<file path="config.mk">
export PLATFORM = sky130hd
export DESIGN_NAME = instr_encoder
export DESIGN_NICKNAME = d
export VERILOG_FILES = /design/src/rtl/instr_encoder.sv
export SDC_FILE = /design/constraint.sdc
export NUM_CORES = 1
export LEC_CHECK = 0
export ABC_AREA = 1
export CAP_MARGIN = 25
export CORE_ASPECT_RATIO = 1.75
export CORE_MARGIN = 1.5
export CORE_UTILIZATION = 45
export DETAILED_ROUTE_END_ITERATION = 10
export GPL_TIMING_DRIVEN = 0
export HOLD_SLACK_MARGIN = 0.02
export PLACE_DENSITY = 0.86
export SLEW_MARGIN = 20
export SYNTH_ARGS = -nofsm -noshare
export SYNTH_HDL_FRONTEND = slang
export SYNTH_SLANG_ARGS = --single-unit
</file>
<file path="constraint.sdc">
create_clock -name clk -period 4.7 [get_ports clk]
set_clock_uncertainty 0.2 [all_clocks]
set_input_delay 0.705 -clock clk [delete_from_list [all_inputs] [get_ports clk]]
set_output_delay 0.705 -clock clk [all_outputs]
set_load 0.005 [all_outputs]
</file>
<file path="src/rtl/instr_encoder.sv">
// RV32I field-level instruction assembler: packs requests into 32-bit words
// and streams them into instruction memory at consecutive word addresses.
module instr_encoder #(
    parameter int unsigned ADDR_WIDTH = 10
) (
    input  logic                  clk,
    input  logic                  rst_n,
    input  logic                  clear,
    input  logic                  reqValid,
    output logic                  reqReady,
    input  logic [2:0]            reqKind,
    input  logic [2:0]            funct3,
    input  logic [6:0]            funct7,
    input  logic [4:0]            rd,
    input  logic [4:0]            rs1,
    input  logic [4:0]            rs2,
    input  logic [31:0]           imm,
    output logic                  reqError,
    output logic                  imemWe,
    output logic [ADDR_WIDTH-1:0] imemAddr,
    output logic [31:0]           imemWdata,
    input  logic                  imemReady,
    output logic                  full,
    output logic [ADDR_WIDTH:0]   wordCount
);

    localparam int unsigned CountWidth = ADDR_WIDTH + 1;
    localparam logic [CountWidth-1:0] Capacity = {1'b1, {ADDR_WIDTH{1'b0}}};

    localparam logic [6:0] OpR      = 7'b0110011;
    localparam logic [6:0] OpIAlu   = 7'b0010011;
    localparam logic [6:0] OpLoad   = 7'b0000011;
    localparam logic [6:0] OpStore  = 7'b0100011;
    localparam logic [6:0] OpBranch = 7'b1100011;

    typedef enum logic {
        IDLE  = 1'b0,
        WRITE = 1'b1
    } state_t;

    state_t                stateQ, stateD;
    logic                  weD;
    logic [ADDR_WIDTH-1:0] addrD;
    logic [31:0]           dataD;
    logic [CountWidth-1:0] countD;
    logic                  fullD;
    logic                  errD;
    logic [31:0]           encWord;
    logic                  kindValid;
    logic                  unusedImm;

    // High immediate bits are discarded by design; no range checking.
    assign unusedImm = ^imm[31:13];

    assign reqReady = (stateQ == IDLE) && !full && !clear;

    // Opcode selection and immediate scatter per instruction kind.
    always_comb begin
        encWord   = '0;
        kindValid = 1'b1;
        case (reqKind)
            3'd0: encWord = {funct7, rs2, rs1, funct3, rd, OpR};
            3'd1: encWord = {imm[11:0], rs1, funct3, rd, OpIAlu};
            3'd2: encWord = {imm[11:0], rs1, funct3, rd, OpLoad};
            3'd3: encWord = {imm[11:5], rs2, rs1, funct3, imm[4:0], OpStore};
            3'd4: begin
                encWord   = {imm[12], imm[10:5], rs2, rs1, funct3, imm[4:1], imm[11], OpBranch};
                kindValid = !imm[0];
            end
            default: kindValid = 1'b0;
        endcase
    end

    // Next-state and registered-output values.
    always_comb begin
        stateD = stateQ;
        weD    = imemWe;
        addrD  = imemAddr;
        dataD  = imemWdata;
        countD = wordCount;
        fullD  = full;
        errD   = 1'b0;
        case (stateQ)
            IDLE: begin
                if (clear) begin
                    addrD  = '0;
                    countD = '0;
                    fullD  = 1'b0;
                end else if (reqValid && reqReady) begin
                    if (kindValid) begin
                        dataD  = encWord;
                        weD    = 1'b1;
                        stateD = WRITE;
                    end else begin
                        errD = 1'b1;
                    end
                end
            end
            WRITE: begin
                if (imemReady) begin
                    weD    = 1'b0;
                    addrD  = imemAddr + ADDR_WIDTH'(1);
                    countD = wordCount + CountWidth'(1);
                    fullD  = (wordCount + CountWidth'(1)) == Capacity;
                    stateD = IDLE;
                end
            end
            default: stateD = IDLE;
        endcase
    end

    always_ff @(posedge clk or negedge rst_n) begin
        if (!rst_n) begin
            stateQ    <= IDLE;
            imemWe    <= 1'b0;
            imemAddr  <= '0;
            imemWdata <= '0;
            wordCount <= '0;
            full      <= 1'b0;
            reqError  <= 1'b0;
        end else begin
            stateQ    <= stateD;
            imemWe    <= weD;
            imemAddr  <= addrD;
            imemWdata <= dataD;
            wordCount <= countD;
            full      <= fullD;
            reqError  <= errD;
        end
    end

endmodule

</file>
# After elaboration in Yosys (flattened, before gate mapping)
# Cells that the tools add are included.
totals:
  output_inout_bits: 57
  in_bits: 65
  reg_bits: 57
  elab_cells: 57
classes:
  n_bitwise: 2
  n_addsub: 2
  reduce_logical: 11
  n_mux: 25
  n_eq_ne: 10
op_table:
  columns: ["operator", "n"]
  rows:
  - ["one-hot mux 32 bit (5 select lines)", 1]
  - ["2-to-1 mux 11 bit", 2]
  - ["one-hot mux 11 bit (2 select lines)", 1]
  - ["2-to-1 mux 10 bit", 2]
  - ["one-hot mux 10 bit (2 select lines)", 1]
  - ["2-to-1 mux 1 bit", 14]
  - ["adder 11 x 1 -> 11 bit (second input constant)", 1]
  - ["equality test 11 bit (second input constant)", 1]
  - ["adder 10 x 1 -> 10 bit (second input constant)", 1]
  - ["inequality test 2 bit (second input constant)", 4]
  - ["one-hot mux 1 bit (2 select lines)", 4]
  - ["AND reduction 4 bit", 2]
  - ["equality test 3 x 2 -> 1 bit (second input constant)", 2]
  - ["OR reduction 4 bit", 1]
  - ["equality test 3 x 1 -> 1 bit (second input constant)", 1]
  - ["equality test 3 bit (second input constant)", 1]
  - ["logical AND 1 bit", 3]
  - ["zero test 1 bit", 3]
  - ["zero test 3 bit", 1]
  - ["inequality test 2 x 1 -> 1 bit (second input constant)", 1]
  - ["NOT 1 bit", 2]
  - ["AND reduction 2 bit", 1]

# Logic depth before layout (Yosys ltp)
# Gate-level depths: netlist (run 1).
logic_depth:
  depth_word: 7
  mapped_depth: 9
  mapped_depth_nobuf: 9

# Worst setup path before layout (run 1)
# Ideal clock, no wire load.
synth_path:
  path_type: "input to output"
  startpoint: "in clear"
  endpoint: "out reqReady"
  path_slack_ns: 2.952
  required_ns: 3.795
  n_path_buf: 0
  path_stages: 1
  arrival_time_ns: 0.843
  cell_sequence: "nor3_2"
synth_via:
  elab_chain_len: 2
synth_lines:
  columns: ["element", "line_no", "rtl"]
  rows:
  - ["from (decl)", "8", "input logic clear,"]
  - ["zero test 1 bit", "55", "assign reqReady = (stateQ == IDLE) && !full && !clear;"]
  - ["logical AND 1 bit", "55", null]
  - ["to (decl)", "10", "output logic reqReady,"]
# Every way passes these cells.

# Worst setup path after layout (run 1)
# Same ends and word-level chain as after synthesis.

==> results.md, run 1 <==
Power and ir drop:
- The part of the power in registers is 50.3%.
- The combinational cell fraction of total power is 27.1%.
- Net switching is 27.8% of the power.
- The clock network power share is 22.6%.
- The internal power of the cells totals 841 uW.
- In this run the power spent charging and discharging nets is 324 uW.
- The power per unit of standard cell area is 301 nW/um2.
- Across the VDD grid, the largest voltage drop is 0.214 mV.
- Summed over all cells, the static leakage comes to 1.76 nW.

Layout:
- Once layout is complete, the cells apart from fillers number 509.
- Cells fill 66.4% of the core in the end.
- The area added between synthesis and finish is 44.4%.
- The antenna cell count is 0.
- The share of layout cells above drive strength 1 is 8.12%.
- The net count of the finished layout is 498.

Place:
- The congestion estimate from routability-driven global placement came to 0.838.
- The post-DP HPWL is 5380 um.
- Input and output buffers added on the ports amount to 100.
- At the placement stage, the worst setup path has a slack of 1.94 ns.
- The number of placed instances, taps included is 501.

Clocking:
- In this run the number of H-tree levels came out at 2.
- The TritonCTS sink count is 54.
- Buffers added to address setup during post-CTS repair amount to 0.
- The deepest clock path buffer count is 2.
- The number of buffers inserted by hold repair at cts is 0.
- The clock insertion delay at the later pin of the skew report is 0.29 ns.
- The root buffer cell chosen for the clock tree is sky130_fd_sc_hd__clkbuf_8.
- After clock tree synthesis, the repair step resized 0 gates.
- TritonCTS built the clock tree.
- In this run, CTS created clock tree buffers numbering 5.
- The clock-pin slew reported for the worst setup and hold paths after clock tree synthesis is 0.09 ns.

STA:
- Setup violations remaining at the end of the flow were counted as 0.
- The hold violation total from the final report came to 0.
- Setup slack on the critical path of the routed design comes to 1.95 ns.
- The aggregate negative setup slack is 0 ns.
- The worst relative slew slack is 54.9%.
- Final hold analysis gives a worst-case slack of 0.235 ns.
- The worst path needs 2.75 ns of the cycle, external delays included.
- The maximum clock rate is 0.363 GHz.
- At the pin with the least slew margin, the transition time is 0.676 ns.
- The max-slew violation count is 0.
- In the finished design, the share of the clock period the worst path needs comes to 58.5%.
- Setup repair after global routing left no endpoint under its margin.

Drt:
- The count of vias placed by the detailed router is 2615.
- The count of TritonRoute iterations in the first routing pass is 4.
- The number of remaining DRC errors is 0.
- In this run, the number of DRC markers left after iteration 0 of detailed routing was 133.
- The detail-routed net length per standard cell is 13.4 um.
- The residual antenna-violating net count after detailed routing is 0.
- The mean number of vias per cell is 5.14.
- The total detailed-routing wirelength is 6840 um.

Worst hold path:
- The path class of the tightest hold or removal check is primary input to asynchronous set/reset pin.

Logic synthesis:
- Yosys printed 0 warnings.
- Counting flops with an async set or reset pin after synthesis yields a share of 100%.
- The cell area after synthesis is 2680 um2.
- The part of the Yosys area used for sequential elements is 50.3%.
- Counting distinct cell types in the post-synthesis netlist gives 37.
- The synthesized design contains 54 register bits.
- The most frequently used flop master after synthesis is sky130_fd_sc_hd__dfrtp_1.
- Summed over all instances, the cell type with the most area after synthesis is sky130_fd_sc_hd__dfrtp_1.
- Of the post-synthesis cell area, the dominant cell type holds 50.3%.
- Yosys attributes the largest share of cell area to sky130_fd_sc_hd__dfrtp_1 (50%), sky130_fd_sc_hd__nand2_1 (14%), sky130_fd_sc_hd__nand3_1 (5.0%).
- The commonest cells after synthesis are sky130_fd_sc_hd__nand2_1 (101), sky130_fd_sc_hd__dfrtp_1 (54), sky130_fd_sc_hd__nand3_1 (27).
- The count of flip-flops with a built-in enable after synthesis is 0.
- The leading cell type by number of instances after synthesis is sky130_fd_sc_hd__nand2_1.
- A synthesized cell averages 8.33 um2.
- Counting every instance in the synthesized netlist gives 322.

Floorplanning:
- The placeable core region is 5830 um2.
- Row generation in the floorplan step produced 37 rows.
- For this configuration, the core starts out at a cell density of 46.0%.
- Measured along the y axis, the die boundary spans 105 um.
- The total die area is 6450 um2.
- The number of top-level pins is 122.
- The die span in x is 61.4 um.

Critical path:
- The maximum fanout along the worst path is 2.
- By startpoint and endpoint, the worst setup path is classified as primary input to primary output.
- Across all register-to-register paths, the minimum setup slack is 2.84 ns.
- The worst reg2reg path depth is 9.
- STA classifies the critical path startpoint as a primary input.
- The startpoint identified for the worst register-to-register timing path is wordCount[0].
- The signal arrival time at the worst endpoint is 1.85 ns.
- The launch point of the critical path is clear.
- The data required time at the worst endpoint is 3.80 ns.
- In this run the critical register-to-register path is captured at full.
- The endpoint class of the critical path is a primary output.

Global route:
- The first global-routing pass estimated 11400 um of wire.
- The global routing usage summed across all routing layers is 22.7%.
- The via count of the first global-routing pass is 2607.
- The pin count of the biggest net entering global routing is 55.
- The number of antenna violations at the first check in global routing is 0.
- The final global-route overflow total is 0.

Flow run:
- The count of max-cap constraint violations is 0.

Outcome:
- The run finished with clean final reports.
## cell families after synthesis
group                      synth area share [%]
DFF                                        50.3
xor gates and xnor gates                  0.326
adders and majority gates                  1.40
other                                     0.140
buffers and inverters                      6.85
and+or+nand+nor                            28.3
AOI/OAI and AO/OA                          12.6
## power groups by stage
stage                     clock (mW)  combinational [mW]  sequential, mW
after floorplan                    0               0.103           0.592
after global placement             0               0.311           0.591
after detailed placement           0               0.320           0.594
after CTS                      0.271               0.321           0.585
after global routing           0.287               0.350           0.595
final                          0.263               0.316           0.586
## cell usage in the layout, fill, tap and decap left out, types with 2 or more instances in the layout
master                            instances
sky130_fd_sc_hd__a21oi_1                  8
sky130_fd_sc_hd__nand2_4                  2
sky130_fd_sc_hd__buf_6                    3
sky130_fd_sc_hd__ha_1                     3
sky130_fd_sc_hd__a31oi_1                  6
sky130_fd_sc_hd__dfrtp_1                 54
sky130_fd_sc_hd__buf_2                    2
sky130_fd_sc_hd__o22ai_1                  4
sky130_fd_sc_hd__inv_2                    2
sky130_fd_sc_hd__o21ai_0                 24
sky130_fd_sc_hd__nand3_1                 27
sky130_fd_sc_hd__clkbuf_8                 6
sky130_fd_sc_hd__a21o_1                   2
sky130_fd_sc_hd__conb_1                   2
sky130_fd_sc_hd__a22o_1                   3
sky130_fd_sc_hd__clkdlybuf4s50_1         99
sky130_fd_sc_hd__a22oi_1                  4
sky130_fd_sc_hd__nor2_2                   4
sky130_fd_sc_hd__inv_1                   21
sky130_fd_sc_hd__nand4_1                  5
sky130_fd_sc_hd__nor2_1                  24
sky130_fd_sc_hd__nor3_2                   2
sky130_fd_sc_hd__buf_4                    6
sky130_fd_sc_hd__nand2_1                101
## worst max-delay path by stage
stage	endpoint	slack, ns	cells past startpoint
final	reqReady	1.95	3
after global routing	reqReady	1.90	3
after CTS	reqReady	1.94	3
after detailed placement	reqReady	1.94	3
after global placement	imemWdata[11]	1.06	1
after floorplan	reqReady	2.95	1
## per-layer routing
metal / part of all wire, % / wire [um] / vias to the layer above / track usage [%]
met3: 4.5 / 309 / 11 / 4.08
met4: 1.8 / 126 / 0 / 7.90
li1: - / - / 1273 / -
met1: 38 / 2580 / 1239 / 25.1
met5: 0 / 0 / - / 0
met2: 56 / 3820 / 92 / 41.1
## final cells by class
class | instances | area (um2)
Fill cell | 523 | 1960
Clock inverter | 1 | 5.00
Clock buffer | 7 | 86.3
Buffer | 11 | 85.1
Multi-Input combinational cell | 233 | 1150
Timing Repair Buffer | 100 | 998
Sequential cell | 54 | 1350
Tap cell | 78 | 97.6
Inverter | 25 | 98.8
## worst max-delay path, cell delays in order
cell                              delay [ns]
sky130_fd_sc_hd__clkdlybuf4s50_1        0.44
sky130_fd_sc_hd__nor3_2                 0.16
sky130_fd_sc_hd__clkdlybuf4s50_1        0.54
## per-stage QoR
step | instance area [um2] | power, mW
after global routing | 3870 | 1.23
final | 3870 | 1.17
after CTS | 3870 | 1.18
after floorplan | 2690 | 0.695
after global placement | 3790 | 0.902
after detailed placement | 3780 | 0.914
## sequential cells by signal, indices dropped and copies added, names as in the netlist
register   flops
wordCount     11
imemWdata     29
imemAddr      10
stateQ         1
reqError       1
full           1
imemWe         1
No activity file was read; power rests on OpenSTA's default activity.
==> run 2: changes to the inputs <==
- CORE_UTILIZATION: 45 -> 42
- PLACE_DENSITY: 0.86 -> 0.81
- clock period: 4.7 -> 2.7 ns (I/O delays scaled with it)
==> results.md, run 2 (same netlist as run 1, synthesis figures left out) <==
Outcome:
- Run status: complete, no violations (unchanged).

Layout:
- The flip-flop count of the largest register after layout came to 29 (unchanged).
- The antenna cell count is 0 (unchanged).
- Leading registers by flop count: imemWdata (29), wordCount (11), imemAddr (10) (unchanged).
- The final instance area came to 3940 um2 (was 3870 um2).
- The non-filler instance count after layout came to 512 (was 509).
- The top register by number of flip-flops is imemWdata (unchanged).
- The share of layout cells above drive strength 1 was 8.33% (was 8.12%).
- The total number of nets in the final design came to 499 (was 498).
- The most frequent standard cell in the layout excluding fill and tap cells is sky130_fd_sc_hd__nand2_1 (unchanged).
- The area added between synthesis and finish is 46.8% (was 44.4%).
- Top library cells by usage in the layout, fill and taps aside: sky130_fd_sc_hd__nand2_1 (101), sky130_fd_sc_hd__clkdlybuf4s50_1 (99), sky130_fd_sc_hd__dfrtp_1 (54) (unchanged).
- The final cell utilization of the core came to 63.7% (was 66.4%).

STA:
- The number of setup violations in the final report is 0 (unchanged).
- The final critical-path share of the clock period is 79.0%.
- The aggregate negative setup slack is 0 ns (unchanged).
- The pin slew with the least headroom to its limit is 0.687 ns (was 0.676 ns).
- RSZ-0062 raised after global routing: no (unchanged).
- The worst relative slew slack came to 54.2% (was 54.9%).
- The final critical-path required period is 2.13 ns.
- The hold violation total from the final report is 0 (unchanged).
- For this run, the top clock speed supported by timing is 0.469 GHz.
- The max-slew violation count is 0 (unchanged).
- The tightest hold margin is 0.290 ns (was 0.235 ns).

Critical path:
- The kind of start point of the critical path is a primary input (unchanged).
- The reg-to-reg setup timing slack was 0.77 ns (was 2.84 ns).
- The signal arrival time at the worst endpoint is 1.53 ns (was 1.85 ns).
- The launch point of the critical path is clear (unchanged).
- The endpoint class of the critical path is a primary output (unchanged).
- The data required time at the worst endpoint is 2.10 ns (was 3.80 ns).
- The maximum fanout along the worst path is 2 (unchanged).
- The worst flop-to-flop path endpoint is full (unchanged).
- The worst reg2reg path depth was 9 (unchanged).
- The launch instance of the worst register-to-register path is wordCount[0] (unchanged).
- The type of the worst setup path is primary input to primary output (unchanged).

Floorplanning:
- The floorplan die height came to 109 um (was 105 um).
- The number of top-level pins is 122 (unchanged).
- The number of rows in the core area is 38 (was 37).
- The total die area came to 6900 um2 (was 6450 um2).
- The placeable core region is 6180 um2 (was 5830 um2).
- The die span in x was 63.4 um (was 61.4 um).
- The starting density of the core was 43.4% (was 46.0%).

Flow run:
- The count of max-cap constraint violations is 0 (unchanged).

Drt:
- The initial DRC count is 204 (was 133).
- The count of vias placed by the detailed router is 2596 (was 2615).
- The number of remaining DRC errors is 0 (unchanged).
- The mean number of vias per cell is 5.07 (was 5.14).
- The residual antenna-violating net count after detailed routing is 0 (unchanged).
- The total detailed-routing wirelength was 7230 um (was 6840 um).
- The count of TritonRoute iterations in the first routing pass is 4 (unchanged).
- The detail-routed net length per standard cell is 14.1 um (was 13.4 um).

Global route:
- The via count of the first global-routing pass is 2574 (was 2607).
- The pin count of the biggest net entering global routing is 55 (unchanged).
- The global routing usage summed across all routing layers is 21.9% (was 22.7%).
- The number of antenna violations at the first check in global routing was 0 (unchanged).
- The final global-route overflow total is 0 (unchanged).
- The first-pass GRT wire length was 12000 um (was 11400 um).

Clocking:
- The clock-pin slew reported for the worst setup and hold paths after clock tree synthesis is 0.09 ns (about the same).
- The number of levels in the clock H-tree was 2 (unchanged).
- The root buffer cell is sky130_fd_sc_hd__clkbuf_8 (unchanged).
- The TritonCTS clock tree is yes (unchanged).
- The TritonCTS buffer count is 5 (unchanged).
- The count of instances resized after the clock tree is built is 0 (unchanged).
- The deepest clock path buffer count was 2 (unchanged).
- The clock insertion delay at the later pin of the skew report is 0.31 ns (was 0.29 ns).
- The post-CTS setup-driven buffer insertion count is 0 (unchanged).
- The TritonCTS sink count came to 54 (unchanged).

Power and ir drop:
- The power per unit of standard cell area was 568 nW/um2 (was 301 nW/um2).
- The switching share of power was 26.1% (was 27.8%).
- The clock network power share is 29.8% (was 22.6%).
- The net switching power figure is 585 uW (was 324 uW).
- The cell-internal power came to 1.65 mW (was 841 uW).
- The static leakage is 1.79 nW (was 1.76 nW).
- The worst voltage drop across the vdd grid is 0.411 mV (was 0.214 mV).
- The combinational cell fraction of total power was 24.8% (was 27.1%).
- The part of the power in registers is 45.4% (was 50.3%).

Place:
- The port buffer count is 100 (unchanged).
- The area after detailed placement is 3790 um2 (was 3780 um2).
- The routability congestion estimate from global placement was 0.853 (was 0.838).
- The post-DP HPWL is 5550 um (was 5380 um).
- The number of placed instances, taps included was 503 (was 501).

Worst hold path:
- The classification of the worst-slack hold path was register to register (was primary input to asynchronous set/reset pin).
- The number of cells on the worst hold path is 2.
- The startpoint identified for the worst hold timing path is imemWdata[31].
- The worst hold path terminates at imemWdata[31].
[run 2: per-layer routing]
layer | global-route usage, % | vias to the layer above | share of wire (%)
met5 | 0 | - | 0
met4 | 8.07 | 0 | 1.8
met3 | 3.51 | 12 | 3.9
met2 | 41.4 | 78 | 56
met1 | 24.2 | 1234 | 38
li1 | - | 1272 | -
[run 2: timing repair]
item                                    4_1_cts  5_1_grt
endpoints found under the setup margin        0        0
hold buffers                                  1        0
hold endpoints to repair                     54        0
[run 2: how the worst max path moves through the flow]
stage	end	slack (ns)	cells after the start
3_3_place_gp	imemWdata[11]	-0.69	1
3_5_place_dp	imemWdata[24]	0.47	5
6_report	reqReady	0.57	3
5_1_grt	reqReady	0.50	2
2_1_floorplan	full	1.12	9
4_1_cts	reqReady	0.55	2
[run 2: power groups by stage]
| stage | sequential (mW) | clock, mW | combinational [mW] |
|---|---|---|---|
| after CTS | 1.02 | 0.683 | 0.564 |
| after global routing | 1.03 | 0.707 | 0.603 |
| final | 1.02 | 0.666 | 0.555 |
| after floorplan | 1.03 | 0 | 0.179 |
| after global placement | 1.03 | 0 | 0.547 |
| after detailed placement | 1.03 | 0 | 0.560 |
[run 2: worst max-delay path, cell delays in order]
cell,delay [ns]
sky130_fd_sc_hd__clkdlybuf4s50_1,0.46
sky130_fd_sc_hd__nor3_2,0.14
sky130_fd_sc_hd__clkdlybuf4s50_1,0.52
[run 2: cell type report]
type                    instances  area [um2]
multi-input cells             233        1150
plain buffers                  11        85.1
repair buffers                101        1010
fillers                       572        2240
flip-flops and latches         54        1350
clock buffers                   6        82.6
clock inverters                 2        60.1
inverters                      25        98.8
well taps                      80         100
[run 2: stage by stage]
stage / total power [mW] / setup WS (ns)
2_1_floorplan: 1.21 / 1.12
3_3_place_gp: 1.58 / -0.686
3_5_place_dp: 1.59 / 0.474
4_1_cts: 2.26 / 0.555
5_1_grt: 2.34 / 0.502
6_report: 2.24 / 0.568
==> run 3: changes to the inputs <==
- CORE_UTILIZATION: 42 -> 38
- PLACE_DENSITY: 0.81 -> 0.77
- clock period: 2.7 -> 1.8 ns (I/O delays scaled with it)
==> results.md, run 3 (same netlist as run 1, synthesis figures left out) <==
Drt:
- The total detailed-routing wirelength is 7120 um (was 7230 um).
- The detail-routed net length per standard cell is 13.8 um (was 14.1 um).
- The residual antenna-violating net count after detailed routing is 0 (unchanged).
- The mean number of vias per cell is 4.91 (was 5.07).
- The count of TritonRoute iterations in the first routing pass is 4 (unchanged).
- The number of remaining DRC errors is 0 (unchanged).
- The count of vias placed by the detailed router was 2534 (was 2596).
- The initial DRC count is 114 (was 204).

STA:
- The number of setup violations in the final report was 0 (unchanged).
- The hold violation total from the final report is 0 (unchanged).
- The maximum clock rate is 0.576 GHz.
- The final critical path takes up 96.4% of the cycle.
- The max-slew violation count is 0 (unchanged).
- The worst relative slew slack is 54.8% (was 54.2%).
- RSZ-0062 raised after global routing: yes (was no).
- The pin slew with the least headroom to its limit came to 0.678 ns (was 0.687 ns).
- The routed design could run at a clock period as short as 1.74 ns.

Layout:
- The final cell utilization of the core was 58.5% (was 63.7%).
- The top register by number of flip-flops is imemWdata (unchanged).
- The most frequent standard cell in the layout excluding fill and tap cells is sky130_fd_sc_hd__nand2_1 (unchanged).
- The final instance area came to 4010 um2 (was 3940 um2).
- Leading registers by flop count: imemWdata (29), wordCount (11), imemAddr (10) (unchanged).
- The area added between synthesis and finish is 49.4% (was 46.8%).
- The non-filler instance count after layout was 516 (was 512).
- The total number of nets in the final design is 499 (unchanged).
- The share of layout cells above drive strength 1 is 11.8% (was 8.33%).
- The antenna cell count is 0 (unchanged).
- The flip-flop count of the largest register after layout was 29 (unchanged).
- Top library cells by usage in the layout, fill and taps aside: sky130_fd_sc_hd__nand2_1 (99), sky130_fd_sc_hd__clkdlybuf4s50_1 (98), sky130_fd_sc_hd__dfrtp_1 (48) (was sky130_fd_sc_hd__nand2_1 (101), sky130_fd_sc_hd__clkdlybuf4s50_1 (99), sky130_fd_sc_hd__dfrtp_1 (54)).

Global route:
- The global routing usage summed across all routing layers is 20.2% (was 21.9%).
- The pin count of the biggest net entering global routing is 55 (unchanged).
- The via count of the first global-routing pass is 2539 (was 2574).
- The final global-route overflow total is 0 (unchanged).
- The number of antenna violations at the first check in global routing is 0 (unchanged).
- The first-pass GRT wire length is 11700 um (was 12000 um).

Power and ir drop:
- The switching share of power is 26.2% (was 26.1%).
- The net switching power figure is 904 uW (was 585 uW).
- The static leakage was 1.79 nW (about the same).
- The worst voltage drop across the vdd grid is 0.580 mV (was 0.411 mV).
- The clock network power share is 31.3% (was 29.8%).
- The power per unit of standard cell area is 861 nW/um2 (was 568 nW/um2).
- The overall power of the completed layout is 3.45 mW (was 2.24 mW).
- The cell-internal power was 2.55 mW (was 1.65 mW).
- The combinational cell fraction of total power is 24.0% (was 24.8%).
- The part of the power in registers was 44.6% (was 45.4%).

Floorplanning:
- The floorplan die height is 114 um (was 109 um).
- The starting density of the core was 39.1% (was 43.4%).
- The number of top-level pins is 122 (unchanged).
- The number of rows in the core area is 40 (was 38).
- The die span in x came to 66.5 um (was 63.4 um).
- The placeable core region is 6860 um2 (was 6180 um2).
- The total die area is 7600 um2 (was 6900 um2).

Critical path:
- Critical-path cell list: clkdlybuf4s50_1 (was clkdlybuf4s50_1, nor3_2, clkdlybuf4s50_1).
- The family with the most delay on the worst path was buffers and inverters (unchanged).
- The data required time at the worst endpoint was 1.33 ns (was 2.10 ns).
- The signal arrival time at the worst endpoint is 1.27 ns (was 1.53 ns).
- The highest cell delay on the worst timing path is 0.52 ns (about the same).
- The highest-delay cell along the critical path is sky130_fd_sc_hd__clkdlybuf4s50_1 (unchanged).
- The combined buffer and inverter count along the critical path is 1 (was 2).
- The type of the worst setup path is register to primary output (was primary input to primary output).
- The kind of start point of the critical path was a register (was primary input).
- The maximum fanout along the worst path is 7 (was 2).
- The endpoint class of the critical path is a primary output (unchanged).

Place:
- The post-DP HPWL is 5570 um (was 5550 um).
- The area after detailed placement is 3790 um2 (about the same).
- The number of placed instances, taps included is 507 (was 503).
- The routability congestion estimate from global placement was 0.822 (was 0.853).
- The port buffer count is 100 (unchanged).

Clocking:
- The deepest clock path buffer count came to 2 (unchanged).
- The TritonCTS buffer count is 5 (unchanged).
- The number of levels in the clock H-tree is 2 (unchanged).
- The root buffer cell is sky130_fd_sc_hd__clkbuf_16 (was sky130_fd_sc_hd__clkbuf_8).
- The post-CTS setup-driven buffer insertion count is 0 (unchanged).
- The clock-pin slew reported for the worst setup and hold paths after clock tree synthesis is 0.07 ns (was 0.09 ns).
- The clock insertion delay at the later pin of the skew report was 0.29 ns (was 0.31 ns).
- The TritonCTS clock tree is yes (unchanged).
- The TritonCTS sink count was 54 (unchanged).

Flow run:
- The count of max-cap constraint violations was 0 (unchanged).

Worst hold path:
- The classification of the worst-slack hold path was register to register (unchanged).

Outcome:
- Run status: complete, no violations (unchanged).
==> run 3: cell count changes in the layout (fill, tap and decap cells not counted), moves of 2 or more <==
| cell | before | now |
|---|---|---|
| sky130_fd_sc_hd__dfrtp_1 | 54 | 48 |
| sky130_fd_sc_hd__clkbuf_16 | 0 | 5 |
| sky130_fd_sc_hd__clkbuf_8 | 6 | 0 |
| sky130_fd_sc_hd__nand2_2 | 0 | 2 |
| sky130_fd_sc_hd__nand2_1 | 101 | 99 |
| sky130_fd_sc_hd__clkinv_2 | 0 | 2 |
| sky130_fd_sc_hd__dfrtp_2 | 0 | 6 |
==> run 3: area by class of cell <==
class	instances	area, um2
plain buffers	11	86.3
clock buffers	5	125
clock inverters	3	40.0
fillers	620	2850
inverters	25	103
multi-input cells	233	1180
flip-flops and latches	54	1360
well taps	84	105
repair buffers	101	1010
==> run 3: timing repair <==
action / 4_1_cts / 5_1_grt
hold endpoints to repair: 54 / 0
endpoints found under the setup margin: 6 / 12
hold buffers: 1 / 0
resized for setup: 6 / 12
pin swaps: 0 / 1
==> run 3: power groups by stage <==
| stage | combinational (mW) | clock [mW] | sequential [mW] |
|---|---|---|---|
| global placement | 0.822 | 0 | 1.54 |
| CTS | 0.840 | 1.11 | 1.54 |
| floorplan | 0.269 | 0 | 1.55 |
| global route | 0.922 | 1.16 | 1.56 |
| detailed placement | 0.835 | 0 | 1.55 |
| finish | 0.830 | 1.08 | 1.54 |
==> run 3: path summary, 6_finish.rpt <==
kind                               start            end  slack (ns)  depth (start not counted)
setup reg to reg            wordCount[0]           full        0.12                          9
hold / removal             imemWdata[19]  imemWdata[19]        0.28                          2
max in group asynchronous          rst_n   wordCount[6]        0.56                          2
setup / recovery            wordCount[2]   wordCount[2]        0.06                          1
min in group asynchronous          rst_n  imemWdata[12]        0.34                          2
hold reg to reg            imemWdata[19]  imemWdata[19]        0.28                          2
==> run 3: per-layer routing <==
metal  GRT usage (%)  routed length, um  part of all wire [%]
met4            4.90                 80                   1.1
met3            6.29                475                   6.7
met5               0                  0                     0
met2            38.6               4020                    56
met1            20.5               2540                    36
==> run 3: metrics by stage <==
step / hold WS [ns] / setup TNS, ns / setup slack (ns)
global route: 0.300 / -0.0864 / -0.0453
detailed placement: 0.161 / -6.88 / -0.327
floorplan: -0.226 / 0 / 0.219
finish: 0.282 / 0 / 0.0647
global placement: 0.260 / -81.34 / -1.40
CTS: 0.289 / 0 / 0.00363
==> variant 1: new RTL, settings of run 2 <==
Make the reset (`rst_n`) synchronous in one clocked block.
--- a/src/rtl/instr_encoder.sv
+++ b/src/rtl/instr_encoder.sv
@@ -111,3 +111,3 @@
 
-    always_ff @(posedge clk or negedge rst_n) begin
+    always_ff @(posedge clk) begin
         if (!rst_n) begin
Function: differs if rst_n is asserted again (counterexample within 4 cycles, from zero or initial values and one cycle with rst_n low); with rst_n held inactive, the same outputs for 10 cycles.
==> variant 1 against run 2 <==
Wire length up 2.3%; setup slack worse by 0.21 ns; cell count up 6.1%; area after synthesis down 4.7%; count of clock-buffer cells in the layout down 1; hold slack worse by 0.010 ns; sequential cell count unchanged; synthesized cell count up 11%; critical path depth unchanged; cell area down 4.4%; largest cell class is now multi-input gates.
Power is not compared: it rests on default switching activity, and its combinational part moved more than twofold at a synthesized area within 25%.
==> variant 1: results <==
[run_status]
status = completed

[global_route]
grt_overflow = 0
use_met2 = 0.4360
globalRouteMet1Util = 0.2650
grt_pass1_wl_mm = 12.37
grt_pass1_vias = 2770
grt_max_degree = 17
use_met3 = 0.05718
grt.total_usage = 0.2442

[yosys]
synth_common_cells = nand2_1 (78), dfxtp_1 (54), nor2_1 (46), a21oi_1 (34), o21ai_0 (26)
synth-main-ff-cell = dfxtp_1
synth_xor_area_frac = 0
seq_area_frac_synth = 0.4227
synthArstFlopShare = 0
synthAdderAreaFrac = 0.01468
synth_cell_types = 35
synth_warnings = 0
yosys-top-cells-area = dfxtp_1 (42%), nand2_1 (11%), nor2_1 (6.8%)
synth_compound_area_frac = 0.1888

[layout]
diodes = 0
instances_no_fill = 543
nets = 533
drive_gt1_frac = 0.05806

[routing]
met3_wirelength_um = 425
wl_met1_mm = 2.706
drt_iter0_drc = 93
routedWlPerCell_um = 13.62
wl_met2_mm = 4.130
via_per_inst = 5.129

[critical_path]
crit_fanout = 3
critical-path-max-stage-delay_ns = 0.59
r2r_start = wordCount[0]

[clock_tree]
clockBufferDepth = 2
cts-buffers-inserted = 5

[placed_design]
gp_congestion = 0.8650
place_area_sq_mm = 0.003660
hpwl_mm = 5.715
pre_cts_ws_ns = 0.3674

[power]
power_density_mw_per_mm2 = 438.8
p_int_mw = 1.245

[min_path]
worstHoldStart = imemWe
[variant 1: final timing paths]
check,cells past startpoint,slack [ns],endpoint
max reg2reg,9,0.75,full
min,2,0.28,imemWe
min reg2reg,2,0.28,imemWe
max,3,0.36,reqReady
[variant 1: tightest hold or removal path, delay by kind of cell, from the launching register on]
family	cells	cell delay, ns
flops	1	0.32
simple gates	1	0.06
compound gates	1	0.06
[variant 1: kinds of logic after synthesis]
kind of cell	after synthesis
adder cells (fa/ha/maj)	3
buffers and inverters	44
AO/OA/AOI/OAI	87
other	1
AND/OR/NAND/NOR	168
flip-flops	54
[variant 1: layout make-up]
| class | count | area (sq um) |
|---|---|---|
| Clock buffer | 5 | 68.82 |
| Fill cell | 549 | 2112 |
| Sequential cell | 54 | 1081 |
| Multi-Input combinational cell | 260 | 1256 |
| Inverter | 29 | 113.9 |
| Buffer | 15 | 110.1 |
| Timing Repair Buffer | 100 | 1001 |
| Clock inverter | 2 | 38.79 |
| Tap cell | 78 | 97.59 |
==> variant 2: new RTL, settings of run 2 <==
Without the edit above. `ADDR_WIDTH`: 10 -> 11.
--- a/src/rtl/instr_encoder.sv
+++ b/src/rtl/instr_encoder.sv
@@ -3,3 +3,3 @@
 module instr_encoder #(
-    parameter int unsigned ADDR_WIDTH = 10
+    parameter int unsigned ADDR_WIDTH = 11
 ) (
Interface: changed (resized imemAddr and wordCount); port bits go from 122 to 124. No check against the original RTL was run, so the function may have changed too.
==> variant 2 against run 2 <==
Fmax is 6.9% lower; cell area rose by 9.2%; utilization fell by 0.97 points; combinational power is 6.8% higher; total power rose by 7.8%; area after synthesis grew 11%; setup slack got worse by 0.16 ns; sequential cell count grew 2; global-route usage decreased by 0.13 points; critical path depth increased by 2; wire length rose by 7.9%.
==> variant 2: results <==
[layout]
layout.nonclk_buf_frac = 0.2661
nFillCells = 579
comb.multi_input.count = 256
nets = 534
seqCellArea_sq_mm = 0.001401
largestRegisters = imemWdata: 29 flops, wordCount: 12 flops, imemAddr: 11 flops
clkCellAreaFrac = 0.04245
buffers = 116
multi_input_area_share = 0.3117
drive_gt1_frac = 0.1239
multi_input_area_sq_mm = 0.001341

[yosys]
synth_cell_types = 41
yosys-top-cells-area = dfrtp_1 (47%), nand2_1 (14%), a31oi_2 (3.8%)
seq_area_frac_synth = 0.4698
synth_seq_cells = 56
synth_common_cells = nand2_1 (114), dfrtp_1 (56), inv_1 (29), nor2_1 (27), o21ai_0 (22)

[routing]
met3_wirelength_um = 692
wl_met2_mm = 4.160
drt_iter0_drc = 231

[global_route]
grt_pass1_vias = 2787
grt_max_degree = 57
use_met3 = 0.06981
grt.total_usage = 0.2173
globalRouteMet1Util = 0.2315
use_met2 = 0.3913
grt_pass1_wl_mm = 12.74

[placed_design]
hpwl_mm = 5.817
place_area_sq_mm = 0.004110
gp_congestion = 0.8816
pre_cts_ws_ns = 0.4300
portBuffers = 102
dp_cells = 543

[clock_tree]
root_buffer = clkbuf_16
clk_pin_slew_ns = 0.07

[sta]
fin_crit_ns = 2.289
slew_headroom = 0.5241

[run_status]
status = completed

[power]
p_int_mw = 1.788
power_clock_uw = 789
switching_share = 0.2589

[critical_path]
critical-path-max-stage-delay_ns = 0.54
arrival_ns = 1.68

[min_path]
worstHoldStart = imemWdata[18]
## variant 2: cell count changes after synthesis, sizes merged, moves of 6 or more
cell and change:
inv +9, a31oi +6, nand3 -12, nand2 +15
nor2 +11
## variant 2: kinds of logic after synthesis
group	Yosys count	share of synthesized area
AO/OA/AOI/OAI	63	0.1493
XOR/XNOR	1	0.002937
adder cells (fa/ha/maj)	2	0.008388
buffers and inverters	45	0.08179
flip-flops	56	0.4698
other	1	0.001257
AND/OR/NAND/NOR	188	0.2865
## variant 2: repair_timing
item | in CTS | in global routing
endpoints found under the setup margin | 0 | 0
hold buffers | 1 | 0
hold endpoints to repair | 56 | 0
## variant 2: how the worst min path moves through the flow
| stage | slack, ns | to | depth (start not counted) |
|---|---|---|---|
| after global placement | 0.25 | imemWdata[14] | 2 |
| after floorplan | -0.09 | full | 0 |
| after CTS | 0.28 | imemWdata[18] | 2 |
| after detailed placement | 0.26 | imemWdata[18] | 2 |
| after global routing | 0.30 | imemWdata[13] | 2 |
| final | 0.27 | imemWdata[18] | 2 |
